==> config.mk <==
export PLATFORM = sky130hd
export DESIGN_NAME = gnr_node_lut
export DESIGN_NICKNAME = d
export VERILOG_FILES = /design/src/rtl/gnr_node_lut.sv
export SDC_FILE = /design/constraint.sdc
export NUM_CORES = 1
export LEC_CHECK = 0
export ABC_AREA = 1
export ABC_CLOCK_PERIOD_IN_PS = 1150
export CORE_AREA = 5 5 42 44
export CTS_CLUSTER_DIAMETER = 200
export DETAILED_ROUTE_END_ITERATION = 10
export DIE_AREA = 0 0 47 49
export PLACE_DENSITY = 0.56
export SYNTH_ARGS = -nofsm -noshare
export SYNTH_HDL_FRONTEND = slang
export SYNTH_SLANG_ARGS = --single-unit
==> constraint.sdc <==
create_clock -name clk -period 1.15 [get_ports clk]
set_input_delay 0.23 -clock clk [delete_from_list [all_inputs] [get_ports clk]]
set_output_delay 0.23 -clock clk [all_outputs]
set_load 0.02 [all_outputs]
==> src/rtl/gnr_node_lut.sv <==
// gnr_node_lut: Boolean-network node with NUM_TRACKS independent 1-bit state
// copies, each advanced by a truth-table lookup over NUM_IN regulator inputs.
// Track 0 advances once every SLOW_DIV strobes (slow track for attractor
// detection); all other tracks advance on every strobe.
// Optional feature macro: GNR_LUT_CFG_EN adds a runtime-writable truth table
// (cfg_we/cfg_addr/cfg_data); without it the table is the constant LUT_INIT.
module gnr_node_lut #(
  parameter int                   NUM_IN     = 4,
  parameter int                   NUM_TRACKS = 2,
  parameter int                   SLOW_DIV   = 2,
  parameter logic [2**NUM_IN-1:0] LUT_INIT   = 16'hAAAA
) (
  input  logic                         clk,
  input  logic                         rst,
  input  logic                         reset_nos,
  input  logic                         init_state,
  input  logic [NUM_TRACKS-1:0]        start,
  input  logic [NUM_TRACKS*NUM_IN-1:0] in_state,
`ifdef GNR_LUT_CFG_EN
  input  logic                         cfg_we,
  input  logic [NUM_IN-1:0]            cfg_addr,
  input  logic                         cfg_data,
`endif
  output logic [NUM_TRACKS-1:0]        state,
  output logic [NUM_TRACKS-1:0]        changed,
  output logic                         match
);

  localparam int LUT_N = 2**NUM_IN;
  localparam int CNT_W = (SLOW_DIV > 1) ? $clog2(SLOW_DIV) : 1;
  localparam logic [CNT_W-1:0] CNT_MAX = CNT_W'(SLOW_DIV - 1);

  logic [LUT_N-1:0]      lut;
  logic [CNT_W-1:0]      cnt;
  logic [NUM_TRACKS-1:0] nxt;
  logic [NUM_TRACKS-1:0] upd;

`ifdef GNR_LUT_CFG_EN
  // Writable truth table; a write lands at the edge, so a same-cycle lookup
  // still sees the old bit. reset_nos deliberately leaves it untouched.
  always_ff @(posedge clk or negedge rst) begin
    if (!rst) begin
      lut <= LUT_INIT;
    end else if (cfg_we) begin
      lut[cfg_addr] <= cfg_data;
    end
  end
`else
  assign lut = LUT_INIT;
`endif

  // Per-track lookup of the next state from that track's input slice.
  always_comb begin
    nxt = '0;
    for (int t = 0; t < NUM_TRACKS; t++) begin
      nxt[t] = lut[in_state[t*NUM_IN +: NUM_IN]];
    end
  end

  // Track 0 only updates on the strobe that completes its divider period.
  always_comb begin
    upd    = start;
    upd[0] = start[0] && (cnt == CNT_MAX);
  end

  // State, change pulses and slow-track divider. A reload parks the divider
  // at its terminal count so the first strobe afterwards updates track 0.
  always_ff @(posedge clk or negedge rst) begin
    if (!rst) begin
      state   <= '0;
      changed <= '0;
      cnt     <= '0;
    end else if (reset_nos) begin
      state   <= {NUM_TRACKS{init_state}};
      changed <= '0;
      cnt     <= CNT_MAX;
    end else begin
      for (int t = 0; t < NUM_TRACKS; t++) begin
        changed[t] <= upd[t] && (nxt[t] != state[t]);
        if (upd[t]) begin
          state[t] <= nxt[t];
        end
      end
      if (start[0]) begin
        cnt <= (cnt == CNT_MAX) ? '0 : cnt + 1'b1;
      end
    end
  end

  // Slow and fast copies agree; trivially true for a single track.
  assign match = (state[0] == state[NUM_TRACKS-1]);

endmodule

==> results of run 1 <==
[metrics by stage]
stage | setup WS, ps | area (um2) | hold slack (ps) | utilization | std cells
floorplan | 14.3 | 231 | -65.6 | - | 28
global placement | -244 | 387 | 477 | 0.276 | 58
detailed placement | -218 | 387 | 476 | 0.276 | 58
CTS | -36.9 | 410 | 219 | 0.293 | 62
global route | -116 | 413 | 219 | 0.295 | 62
finish | -19.8 | 413 | 224 | 0.295 | 62
[registers in the layout, summed over array words and instances, names as in the netlist]
register	flops
state	2
changed	2
cnt	1
[metal layers]
| layer | vias up | share of wire | track usage | wire [um] |
|---|---|---|---|---|
| met3 | 0 | 0.11 | 0.0554 | 60 |
| met5 | - | 0 | 0 | 0 |
| li1 | 121 | - | - | - |
| met1 | 95 | 0.45 | 0.0692 | 250 |
| met2 | 10 | 0.44 | 0.0679 | 242 |
| met4 | 0 | 0 | 0.0138 | 0 |
[Yosys cell counts, drive strengths merged]
master,number
nand2,10
dfrtp,5
nor2,4
nand3,3
xnor2,3
inv,2
o21ai,1
[logic make-up after synthesis]
| kind of cell | share of synthesized area |
|---|---|
| and+or+nand+nor | 0.292 |
| DFF | 0.541 |
| xor gates and xnor gates | 0.114 |
| AOI/OAI and AO/OA | 0.0216 |
| buffers and inverters | 0.0324 |
[timing repair]
item	in CTS	in global routing
buffers inserted	0	0
hold buffers	0	0
hold endpoints to repair	0	0
gates resized for setup	20	2
endpoints found under the setup margin	5	5
pin swaps	1	0
[cell type report]
class,count,share of cell area
Timing Repair Buffer,14,0.327
Sequential cell,5,0.303
Multi-Input combinational cell,21,0.239
Clock buffer,4,0.0636
Tap cell,16,0.0485
Inverter,2,0.0182
[power by group]
group          leakage, nW  switching [mW]  internal [mW]
logic                0.121          0.0713         0.0784
clock network       0.0150          0.0682          0.131
registers           0.0615         0.00682          0.191
total                0.198           0.146          0.400
[how the worst max path moves through the flow]
stage	slack (ps)	to	cells after the start
6_report	-20	match	2
5_1_grt	-120	match	2
4_1_cts	-40	match	2
3_5_place_dp	-220	match	2
3_3_place_gp	-240	match	2
2_1_floorplan	10	match	1
==> key figures, run 1 <==
Setup path
  – Reg-to-reg slack, setup: 280 ps
  – CP endpoint kind: output pin
  – Critical Path Fanout Max: 2
  – Slowest-stage cell, CP: dfrtp_1
  – R2R Path Start: state[0]$_DFFE_PN0P_
  – Critical path cell sequence: xnor2_1 -> buf_4
  – WP data required: 920 ps
  – Arr. time, crit path: 940 ps
  – Crit path launch type: flop
  – Timing startpoint of the critical path: state[1]$_DFFE_PN0P_
  – Delay-heaviest family, CP: flip-flops
  – Worst path bufs/invs: 1
  – WS Path Type: reg2out
  – R2r worst-path depth: 3
  – CP max stage delay: 380 ps
  – Reg2reg end: changed[0]$_DFF_PN0_

STA
  – Clock skew: 1.60 ps
  – Tightest Pin Transition: 254 ps
  – Rel. slew slack: 0.830
  – Final setup violation count: 1
  – Final setup margin: -19.8 ps
  – Fmax: 855 MHz
  – Final Hold Viols: 0
  – Setup TNS: -19.8 ps
  – Min Tclk post-route: 1170 ps
  – RSZ-0062 raised after global routing: true
  – Period Utilization, post-route: 1.02
  – Pins Over Slew Limit: 0

Placement
  – Port Buffers: 12
  – Gpl congestion: 0.744

Clock network
  – Max H-tree Level: 1
  – Worst skew pair latency: 240 ps
  – CTS tree: built
  – TritonCTS Buffers: 3
  – Clock buffer depth: 2
  – Worst-path clk slew: 40 ps
  – Clock root buffer master: clkbuf_4
  – TritonCTS Sinks: 5

Global routing
  – Largest net degree at the start of global routing: 8
  – Vias in the first global route: 214
  – First-pass GRT wire length: 890 um
  – Remaining Overflow, GRT: 0
  – GR Util All Layers: 0.0559
  – Initial antenna violation count: 0

Yosys
  – Register bit total from synthesis: 5
  – Syn Inst Count: 28
  – Sequential fraction of the synthesis area: 0.541
  – Syn_nets: 42
  – Top cells by area, synth: dfrtp_1 (54%), nand2_1 (16%), xnor2_1 (11%)
  – Yosys warnings: 0
  – Synth cell types: 8
  – Top-area cell type share of the netlist area: 0.541
  – Synth Cell Area: 231 um2
  – Mean Syn Cell Area: 8.27 um2
  – Top cell type by total area after synthesis: dfrtp_1

Finish
  – Net count, final: 61
  – Antenna fix cells: 0
  – Synth-to-layout area growth: 78.4%
  – Layout cells sized above 1: 0.196
  – FILL cells: 171
  – Sequential Area: 125 um2
  – Commonest non-fill, non-tap cell in the layout: nand2_1
  – Multi-input logic area: 98.8 um2
  – Commonest cells after routing, fill and taps aside: nand2_1 (10), clkdlybuf4s50_1 (7), dfrtp_1 (5)

Floorplan
  – Die X: 47 um
  – Ports: 19
  – Starting Density: 0.165
  – Core box area: 1400 um2
  – Cell row count: 14
  – Total die area: 2300 um2
  – Die Ht: 49 um

Power and ir drop
  – Tot Pwr: 0.546 mW
  – Cell leakage power: 0.198 nW
  – Peak supply drop: 623 uV
  – PD cells: 1320 nW/um2

Routing
  – Router iterations before antenna repair: 1
  – Total routed wirelength: 553 um
  – DRC violations left: 0
  – DR iter-0 viols: 0
  – Post-route antenna net violation count: 0
  – Via/cell ratio: 3.65
  – Routed length per instance: 8.92 um
  – Vias: 226

Run status
  – Failing checks: setup timing
  – Run status: finished, violations left

Flow run
  – Max-cap viol count: 0

Worst hold path
  – HP Class: in2async
(Power assumes the default switching activity.)
==> run 2, diff against run 1 <==
CAP_MARGIN = 15   (was unset)
==> results of run 2 <==
No change in the layout: final DEF, timing and power equal those of run 1.
==> run 3, diff against run 2 <==
CTS_CLUSTER_SIZE = 8   (was unset)
==> results of run 3 <==
No change in the layout: final DEF, timing and power equal those of run 1.
